$ cat config.mk
export PLATFORM = sky130hd
export DESIGN_NAME = or16_collector
export DESIGN_NICKNAME = d
export VERILOG_FILES = /design/src/rtl/or16_collector.sv
export SDC_FILE = /design/constraint.sdc
export NUM_CORES = 1
export LEC_CHECK = 0
export ABC_AREA = 1
export ABC_CLOCK_PERIOD_IN_PS = 1500
export BUFFER_PORTS_ARGS = -buffer_cell sky130_fd_sc_hd__buf_2
export CORE_UTILIZATION = 47
export DETAILED_ROUTE_END_ITERATION = 10
export PLACE_DENSITY = 0.87
export SLEW_MARGIN = 0
export SYNTH_ARGS = -nofsm -noshare
export SYNTH_HDL_FRONTEND = slang
export SYNTH_SLANG_ARGS = --single-unit
$ cat constraint.sdc
create_clock -name clk_i -period 1.5 [get_ports clk_i]
set_clock_uncertainty 0.2 [all_clocks]
set_input_delay 0.075 -clock clk_i [delete_from_list [all_inputs] [get_ports clk_i]]
set_output_delay 0.075 -clock clk_i [all_outputs]
set_load 0.01 [all_outputs]
$ cat src/rtl/or16_collector.sv
// Sticky-bit collector: OR-accumulates a window of up to WIN input words and
// presents the result, word count and zero/all-ones flags over a valid/ready pair.
module or16_collector #(
  parameter int WIDTH = 16,
  parameter int WIN   = 4,
  parameter int CNT_W = 5
) (
  input  logic             clk_i,
  input  logic             rst_i,
  input  logic             in_valid_i,
  output logic             in_ready_o,
  input  logic [WIDTH-1:0] in_data_i,
  input  logic             flush_i,
  output logic             out_valid_o,
  input  logic             out_ready_i,
  output logic [WIDTH-1:0] out_data_o,
  output logic [CNT_W-1:0] out_count_o,
  output logic             out_zero_o,
  output logic             out_ones_o
);

  localparam logic [1:0] S_IDLE  = 2'd0;
  localparam logic [1:0] S_ACCUM = 2'd1;
  localparam logic [1:0] S_DONE  = 2'd2;

  localparam logic [CNT_W-1:0] WIN_CNT  = CNT_W'(WIN);
  localparam logic [CNT_W-1:0] CNT_ONE  = CNT_W'(1);
  localparam logic [WIDTH-1:0] ALL_ONES = '1;

  logic [1:0]       state_q, state_d;
  logic [WIDTH-1:0] acc_q, acc_d;
  logic [CNT_W-1:0] cnt_q, cnt_d;

  logic             out_valid_q, out_valid_d;
  logic [WIDTH-1:0] out_data_q, out_data_d;
  logic [CNT_W-1:0] out_count_q, out_count_d;
  logic             out_zero_q, out_zero_d;
  logic             out_ones_q, out_ones_d;

  logic             accept;
  logic [CNT_W-1:0] cnt_inc;
  logic             done_d;

  // The input side is closed only while a result waits; this is what creates
  // the single bubble cycle after every result.
  assign in_ready_o = (state_q != S_DONE);
  assign accept     = in_valid_i && in_ready_o;
  assign cnt_inc    = cnt_q + CNT_ONE;

  always_comb begin
    state_d = state_q;
    acc_d   = acc_q;
    cnt_d   = cnt_q;
    case (state_q)
      S_IDLE: begin
        if (accept) begin
          acc_d   = in_data_i;
          cnt_d   = CNT_ONE;
          state_d = ((WIN == 1) || flush_i) ? S_DONE : S_ACCUM;
        end
      end
      S_ACCUM: begin
        if (accept) begin
          acc_d = acc_q | in_data_i;
          cnt_d = cnt_inc;
          if ((cnt_inc == WIN_CNT) || flush_i) begin
            state_d = S_DONE;
          end
        end else if (flush_i) begin
          state_d = S_DONE;
        end
      end
      S_DONE: begin
        if (out_ready_i) begin
          state_d = S_IDLE;
          acc_d   = '0;
          cnt_d   = '0;
        end
      end
      default: begin
        state_d = S_IDLE;
        acc_d   = '0;
        cnt_d   = '0;
      end
    endcase
  end

  // Output registers are loaded from next-state values so the result appears
  // the cycle after the closing edge and stays frozen while DONE is held.
  always_comb begin
    done_d      = (state_d == S_DONE);
    out_valid_d = done_d;
    out_data_d  = done_d ? acc_d : '0;
    out_count_d = done_d ? cnt_d : '0;
    out_zero_d  = done_d && (acc_d == '0);
    out_ones_d  = done_d && (acc_d == ALL_ONES);
  end

  always_ff @(posedge clk_i) begin
    if (rst_i) begin
      state_q     <= S_IDLE;
      acc_q       <= '0;
      cnt_q       <= '0;
      out_valid_q <= 1'b0;
      out_data_q  <= '0;
      out_count_q <= '0;
      out_zero_q  <= 1'b0;
      out_ones_q  <= 1'b0;
    end else begin
      state_q     <= state_d;
      acc_q       <= acc_d;
      cnt_q       <= cnt_d;
      out_valid_q <= out_valid_d;
      out_data_q  <= out_data_d;
      out_count_q <= out_count_d;
      out_zero_q  <= out_zero_d;
      out_ones_q  <= out_ones_d;
    end
  end

  assign out_valid_o = out_valid_q;
  assign out_data_o  = out_data_q;
  assign out_count_o = out_count_q;
  assign out_zero_o  = out_zero_q;
  assign out_ones_o  = out_ones_q;

endmodule

[Yosys cells after proc, flatten, opt, wreduce, memory -nomap -nowiden]
Cells that the tools add are included.
Cells by class
  add/sub/neg operators: 1
  equal/unequal tests: 6
  muxes and demuxes: 15
  bitwise logic cells: 2
  reduce and logical (&&, ||, !) cells: 7
Operators with widths (number)
  $mux W16: 3
  $pmux W16 S3: 1
  $eq A16 B16 Y1 const B: 1
  $logic_not A16 Y1: 1
  $or A16 B16 Y16: 1
  $mux W5: 3
  $pmux W5 S3: 1
  $mux W2: 6
  $pmux W2 S3: 1
  $add A5 B1 Y5 const B: 1
  $eq A5 B3 Y1 const B: 1
  $eq A2 B2 Y1 const B: 2
  $logic_and A1 B1 Y1: 3
  $eq A2 B1 Y1 const B: 1
  $logic_not A2 Y1: 1
  $ne A2 B2 Y1 const B: 1
  $reduce_or A2 Y1: 1
  $logic_or A1 B1 Y1: 1
  $not A1 Y1: 1
Storage, ports and cells
  register bits: 47
  input port bits: 21
  output and inout port bits: 25
  word-level logic and storage cells: 39

[Depth between registers and ports, before layout]
Gate-level depths: netlist of run 1.
  depth in word-level cells: 9
  mapped depth: 14
  gate-level depth less buffers: 12

[Worst setup path before layout of run 1]
OpenSTA, ideal clock, no wires.
  path kind: register -> register
  start point: register state_q[1]
  end point: register out_ones_q, in the netlist out_ones_o
  setup time: 73 ps
  arrival time: 1351 ps
  data required time: 1227 ps
  slack: -124 ps
  stages on the path, launching flop included: 12
  buffers on the path: 2
  period minus slack after synthesis: 1624 ps
  cell sequence: dfxtp_1 > buf_6 > nor2_1 > nand2_1 > nand2_4 > buf_8 > nand2_1 > nand2_1 > nand2_1 > nor2_1 > nand2_1 > nor3_2
Between the ends
  cells in the longest elaborated chain, start to end: 6
  elaborated cells between the ends (all ways): 17
  classes of those cells: eq/ne (5); mux (9); reduce/logical (3)
Ends and longest elaborated chain
  from (decl): RTL line 30  | logic [1:0] state_q, state_d;
  from (signal assigned): RTL line 110  | state_q <= state_d;
  $ne A2 B2 Y1: RTL line 46  | assign in_ready_o = (state_q != S_DONE);
  $logic_and A1 B1 Y1: RTL line 47  | assign accept = in_valid_i && in_ready_o;
  $mux W16, or another cell as far along: RTL line 63  | if (accept) begin
  $pmux W16 S3 or $pmux W2 S3 (tied branches): RTL line 54  | case (state_q)
  $eq A16 B16 Y1 or $eq A2 B2 Y1 (tied branches): RTL line 96, 91
  $logic_and A1 B1 Y1 *: RTL line 96  | out_ones_d = done_d && (acc_d == ALL_ONES);
  to (signal assigned): RTL line 117  | out_ones_q <= out_ones_d;
  to (decl): RTL line 38  | logic out_ones_q, out_ones_d;
Every way passes the cells marked *; elsewhere a longest branch is shown, timed or not.
A chain may end at the register's enable or synchronous reset.

[Worst setup path in the final report of run 1]
  start point: register state_q[0]
  end point: register out_ones_q, in the netlist out_ones_o
The elaborated chain is that of the path after synthesis.

==> qor.txt, run 1 <==
Nets - 373
DIE HEIGHT - 65.05 um
synthesis-stage register bit count - 47
HP Class - in2reg
Register Area - 950.9 um2
largest net degree at the start of global routing - 20
total CTS buffers - 5
first-pass GRT wire length - 8.852 mm
CP delay by family, top - simple AND/OR/NAND/NOR gates
CP Capture Point - out_ones_o$_SDFF_PP0_
relative slew slack - 75.96%
Cells after Synth - 253
Levels on crit path - 9
placement-stage cell area - 2344 um2
clk buf depth - 2
Final min period - 1800 ps
Synth-to-Final Area Change - 65.91%
Final Non-Filler Cells - 399
Slowest-stage cell, CP - dfxtp_4
drt wl/cell - 16.90 um
gr usage total - 28.11%
worst setup path start - state_q[0]$_SDFF_PP0_
Die X - 65.05 um
critical path capture point type - flop
most frequent cells in the layout - buf_2 (45), nand2_1 (43), dfxtp_1 (43)
cell area after synthesis - 1868 um2
Routed Antenna Nets - 0
worst r2r path cells - 9
fillers - 199
grt ovf - 0
CP Launch Type - flop
YS warnings - 0
CTS tree - done
initial antenna violation count - 0
Pwr Density - 1028 nW/um2
syn_area_per_cell - 7.384 um2
R2R Path End - out_ones_o$_SDFF_PP0_
Via density - 5.286
outcome - complete, but fails checks
Tcrit/Tclk final - 120.0%
area of the core - 3744 um2
Max VDD drop - 0.0008412 V
final setup violation count - 42
DR pass1 iterations - 4
Ports - 46
RSZ-0062 raised after global routing - yes
Worst-path clk slew - 100 ps
reg2reg setup slack - -300 ps
Post-Synthesis Net Count - 276
Clock H-tree levels - 2
Req. time, crit path - 1540 ps
share of cells above drive strength 1 - 54.70%
Hold Fails Final Rpt - 1
area of the multi-input gates - 1140 um2
I/O Buffers - 45
Setup WS post-layout - -299.7 ps
CP max stage delay - 420 ps
routability cong. - 0.8918
# rows - 22
Vias - 2109
sequential element share of the synthesized area - 50.37%
Fin Hold WS - -7.954 ps
critical path cell sequence - nor2_4 > nand2_4 > nand3_4 > nand2_2 > nand2_2 > nand2_1 > nor2_1 > nand2_1 > nor3_2
Fmax - 555.6 MHz
Final Cell Area - 3099 um2
Max Slew Vio Count - 0
post-synthesis cell type count - 27
Detailed Route Iter0 Violations - 210
vias in the first global route - 1918
P_leak - 1.464 nW
max-cap violation count - 0
Worst R2R Start - state_q[0]$_SDFF_PP0_
worst-skew pair later-pin latency - 310 ps
post-placement cell count - 365
Max FO, Critical Path - 8
Initial Util - 49.90%
critical path type - reg2reg
Sink Count - 47
Total Wirelength - 6.744 mm
commonest non-fill, non-tap cell in the layout - buf_2
CTS root buf - clkbuf_8
final core utilization - 82.79%
Arr. time, crit path - 1840 ps
DRC - 0
Tightest Pin Transition - 359.3 ps
DIE AREA - 4231 um2
failing checks - hold timing, setup timing
Ant. Diodes - 0
Detailed Place HPWL - 2.998 mm
Bufs and invs on worst path - 0
[sequential cells by signal (all words and copies together), names as in the netlist]
register / count
acc_q: 16
out_data_o: 16
cnt_q: 5
out_count_o: 5
state_q: 2
out_ones_o: 1
out_valid_o: 1
out_zero_o: 1
[through the flow]
step / power, mW / TNS [ps] / setup WS, ps
final: 3.187 / -7051 / -299.7
after global routing: 3.281 / -10330 / -388.4
after CTS: 3.000 / -3236 / -177.3
after detailed placement: 1.772 / -5332 / -250.4
after global placement: 1.761 / -3413 / -148.9
after floorplan: 1.626 / -1523 / -78.93
[repair_timing]
action | 4_1_cts | 5_1_grt
cloned | 2 | 0
buffers inserted | 6 | 12
hold buffers | 9 | 0
hold endpoints to repair | 20 | 0
pin swaps | 11 | 23
resized for setup | 42 | 74
endpoints found under the setup margin | 37 | 45
[Yosys cell counts]
cell type / n / share of area, %
a211oi_1: 1 / 0.40
nand2_4: 1 / 0.60
ha_1: 2 / 1.3
xor2_1: 1 / 0.47
nor2_1: 62 / 12
o41ai_1: 1 / 0.47
nand2_2: 5 / 1.7
buf_6: 2 / 1.2
nand2_1: 75 / 15
inv_1: 27 / 5.4
nand3_4: 1 / 0.94
o22ai_1: 1 / 0.34
clkbuf_1: 2 / 0.40
nand4_1: 1 / 0.34
buf_2: 2 / 0.54
nand3b_4: 1 / 1.1
inv_2: 3 / 0.60
a21boi_0: 2 / 0.80
dfxtp_1: 47 / 50
a21oi_1: 1 / 0.27
nor3_2: 1 / 0.54
o21ai_0: 2 / 0.54
o32ai_1: 1 / 0.47
o2111ai_1: 1 / 0.47
buf_8: 1 / 0.80
clkbuf_2: 1 / 0.27
nand3_1: 8 / 2.1
[power breakdown]
group / switching, mW / total [mW] / leakage, nW / internal [mW]
combinational: 0.409 / 0.694 / 1.01 / 0.286
clock: 0.481 / 1.16 / 0.0703 / 0.677
sequential: 0.0331 / 1.33 / 0.385 / 1.30
[worst min path at each step]
stage,from,endpoint,slack (ps),cells after the start
6_report,in_data_i[8],acc_q[8]$_SDFF_PP0_,-8,6
5_1_grt,in_data_i[8],acc_q[8]$_SDFF_PP0_,30,6
3_5_place_dp,flush_i,state_q[0]$_SDFF_PP0_,60,2
2_1_floorplan,flush_i,state_q[0]$_SDFF_PP0_,-60,1
4_1_cts,in_data_i[11],out_data_o[11]$_SDFF_PP0_,10,6
3_3_place_gp,flush_i,state_q[0]$_SDFF_PP0_,60,2
[final cells by class]
| class | count | share of cell area, % |
|---|---|---|
| multi-input combinational | 170 | 36.78 |
| sequential | 47 | 30.68 |
| timing repair buffer | 96 | 21.80 |
| inverter | 30 | 4.279 |
| clock inverter | 3 | 2.301 |
| clock buffer | 5 | 2.220 |
| tap | 48 | 1.938 |
[logic make-up (layout without fill, tap and decap cells)]
kind of cell / count (synthesis) / in the layout / synth area share (%)
AND/OR/NAND/NOR: 155 / 157 / 34.83
flip-flops: 47 / 47 / 50.37
buffers and inverters: 38 / 134 / 9.243
AO/OA/AOI/OAI: 10 / 10 / 3.751
adder cells (fa/ha/maj): 2 / 2 / 1.339
XOR/XNOR: 1 / 1 / 0.4689
[per-layer routing]
metal	wire, um	part of all wire, %	track usage, %	up-vias
met5	0	0	0	-
met4	361	5.4	13.59	0
met3	548	8.1	7.746	39
met2	3264	48	48.05	123
met1	2570	38	32.06	990
li1	-	-	-	957
[worst min-delay path: stages]
cell	delay, ps
buf_2	90
nand2_2	50
nand2_2	60
buf_4	110
inv_4	40
nor2_2	60
Power figures use the tool's default switching activity.
==> inputs of run 2 (changes only) <==
--- a/config.mk
+++ b/config.mk
@@ -6,11 +6,11 @@
 export NUM_CORES = 1
 export LEC_CHECK = 0
 export ABC_AREA = 1
-export ABC_CLOCK_PERIOD_IN_PS = 1500
+export ABC_CLOCK_PERIOD_IN_PS = 1800
 export BUFFER_PORTS_ARGS = -buffer_cell sky130_fd_sc_hd__buf_2
-export CORE_UTILIZATION = 47
+export CORE_UTILIZATION = 52
 export DETAILED_ROUTE_END_ITERATION = 10
-export PLACE_DENSITY = 0.87
+export PLACE_DENSITY = 0.9
 export SLEW_MARGIN = 0
 export SYNTH_ARGS = -nofsm -noshare
 export SYNTH_HDL_FRONTEND = slang
==> constraint.sdc (replaced) <==
create_clock -name clk_i -period 1.8 [get_ports clk_i]
set_clock_uncertainty 0.2 [all_clocks]
set_input_delay 0.09 -clock clk_i [delete_from_list [all_inputs] [get_ports clk_i]]
set_output_delay 0.09 -clock clk_i [all_outputs]
set_load 0.01 [all_outputs]
==> qor.txt, run 2 (synthesized netlist as in run 1, its figures left out) <==
first-pass GRT wire length - 6.865 mm
final setup violation count - 0
DIE AREA - 3836 um2
area of the core - 3390 um2
Via density - 4.903
clk buf depth - 2
critical path capture point type - flop
largest net degree at the start of global routing - 20
reg2reg setup slack - 8 ps
Tightest Pin Transition - 306.6 ps
HP Class - in2reg
worst setup path start - cnt_q[1]$_SDFF_PP0_
Fmax - 557.9 MHz
max-cap violation count - 0
Ant. Diodes - 0
DRC - 0
Setup TNS - 0 ps
Ports - 46
critical path cell sequence - ha_4 > nand2_1 > inv_2 > nand3_1 > nand2_2 > nor2_4 > nand3_2 > nand2_2 > nand2_4 > clkbuf_16 > nor2_2
Max FO, Critical Path - 6
most frequent cells in the layout - nand2_1 (69), nor2_1 (49), buf_2 (44)
critical path type - reg2reg
Vias - 1824
total CTS buffers - 5
Bufs and invs on worst path - 2
initial antenna violation count - 0
vias in the first global route - 1646
CP max stage delay - 390 ps
Initial Util - 55.11%
Detailed Place HPWL - 2.809 mm
drt wl/cell - 13.23 um
CTS tree - done
Fin Hold WS - 64.51 ps
final core utilization - 76.97%
Pwr Density - 867.3 nW/um2
Arr. time, crit path - 1900 ps
fillers - 228
Final min period - 1792 ps
CTS root buf - clkbuf_4
CP Launch Type - flop
CP delay by family, top - simple AND/OR/NAND/NOR gates
I/O Buffers - 45
Detailed Route Iter0 Violations - 167
outcome - finished, final reports clean
CP Capture Point - out_zero_o$_SDFF_PP0_
Die X - 61.94 um
Tcrit/Tclk final - 99.57%
routability cong. - 0.8733
relative slew slack - 79.56%
RSZ-0062 raised after global routing - yes
Hold Fails Final Rpt - 0
# rows - 21
DIE HEIGHT - 61.94 um
worst r2r path cells - 11
Synth-to-Final Area Change - 39.65%
Max VDD drop - 0.0008602 V
R2R Path End - out_zero_o$_SDFF_PP0_
share of cells above drive strength 1 - 30.37%
Max Slew Vio Count - 0
Routed Antenna Nets - 0
P_leak - 1.282 nW
Slowest-stage cell, CP - dfxtp_4
Sink Count - 47
Clock H-tree levels - 2
Crit path top cell by count - nand2_2
DR pass1 iterations - 4
gr usage total - 24.92%
Worst R2R Start - cnt_q[1]$_SDFF_PP0_
Levels on crit path - 11
commonest non-fill, non-tap cell in the layout - nand2_1
Worst-path clk slew - 140 ps
grt ovf - 0
Nets - 348
Total Wirelength - 4.921 mm
worst-skew pair later-pin latency - 370 ps
Req. time, crit path - 1910 ps
-- run 2: cell types whose count changed in the layout (fill, tap and decap cells not counted), moves of 3 or more --
cell | before | now
inv_2 | 10 | 4
inv_4 | 4 | 0
clkbuf_4 | 0 | 5
nor2_4 | 13 | 1
buf_6 | 10 | 2
clkbuf_8 | 5 | 0
nand2_2 | 31 | 8
nor2_2 | 9 | 12
dlygate4sd3_1 | 9 | 19
nand2_8 | 4 | 1
buf_4 | 31 | 5
nor2_1 | 40 | 49
nand2_1 | 43 | 69
inv_1 | 14 | 26
-- run 2: where the power goes --
| group | switching, mW | leakage [nW] | internal [mW] |
|---|---|---|---|
| combinational | 0.233 | 0.844 | 0.155 |
| clock | 0.338 | 0.0525 | 0.433 |
| sequential | 0.0196 | 0.386 | 1.08 |
| total | 0.590 | 1.28 | 1.67 |
-- run 2: worst min-delay path: cells and delay by family --
| family | cells | cell delay (ps) |
|---|---|---|
| buffers and inverters | 2 | 180 |
| and+or+nand+nor | 3 | 270 |
| AOI/OAI and AO/OA | 1 | 60 |
-- run 2: what timing repair did --
action	in CTS	in global routing
setup endpoints to repair	8	25
gates cloned	0	2
resized for setup	3	39
hold endpoints to repair	39	0
pin swaps	0	4
hold buffers	19	0
buffers inserted	0	2
-- run 2: metrics by stage --
stage	power, mW	worst slack (ps)	instance area [um2]	cells
detailed placement	1.421	15.11	2141	341
finish	2.263	7.678	2609	372
global placement	1.413	69.54	2141	341
global route	2.360	-83.93	2609	372
CTS	2.200	3.024	2436	368
floorplan	1.340	176.3	1868	253
-- run 2: how the worst min path moves through the flow --
stage / from / endpoint / slack (ps) / depth (start not counted)
3_5_place_dp: flush_i / state_q[0]$_SDFF_PP0_ / 90 / 2
2_1_floorplan: flush_i / state_q[0]$_SDFF_PP0_ / -30 / 1
6_report: out_ready_i / cnt_q[2]$_SDFF_PP0_ / 60 / 6
5_1_grt: out_ready_i / cnt_q[2]$_SDFF_PP0_ / 90 / 6
3_3_place_gp: flush_i / state_q[0]$_SDFF_PP0_ / 90 / 2
4_1_cts: out_ready_i / cnt_q[2]$_SDFF_PP0_ / 40 / 6
-- run 2: layout make-up --
class / count / area, um2 / share of cell area (%)
clock buffer: 6 / 41.29 / 1.583
clock inverter: 2 / 60.06 / 2.302
inverter: 30 / 112.6 / 4.317
multi-input combinational: 169 / 865.8 / 33.19
sequential: 47 / 955.9 / 36.64
tap: 46 / 57.56 / 2.206
timing repair buffer: 72 / 515.5 / 19.76
-- run 2: per-layer routing --
| metal | GRT usage [%] | wire (um) |
|---|---|---|
| met1 | 30.28 | 1962 |
| met2 | 41.32 | 2548 |
| met3 | 5.176 | 287 |
| met4 | 13.65 | 122 |
| met5 | 0 | 0 |
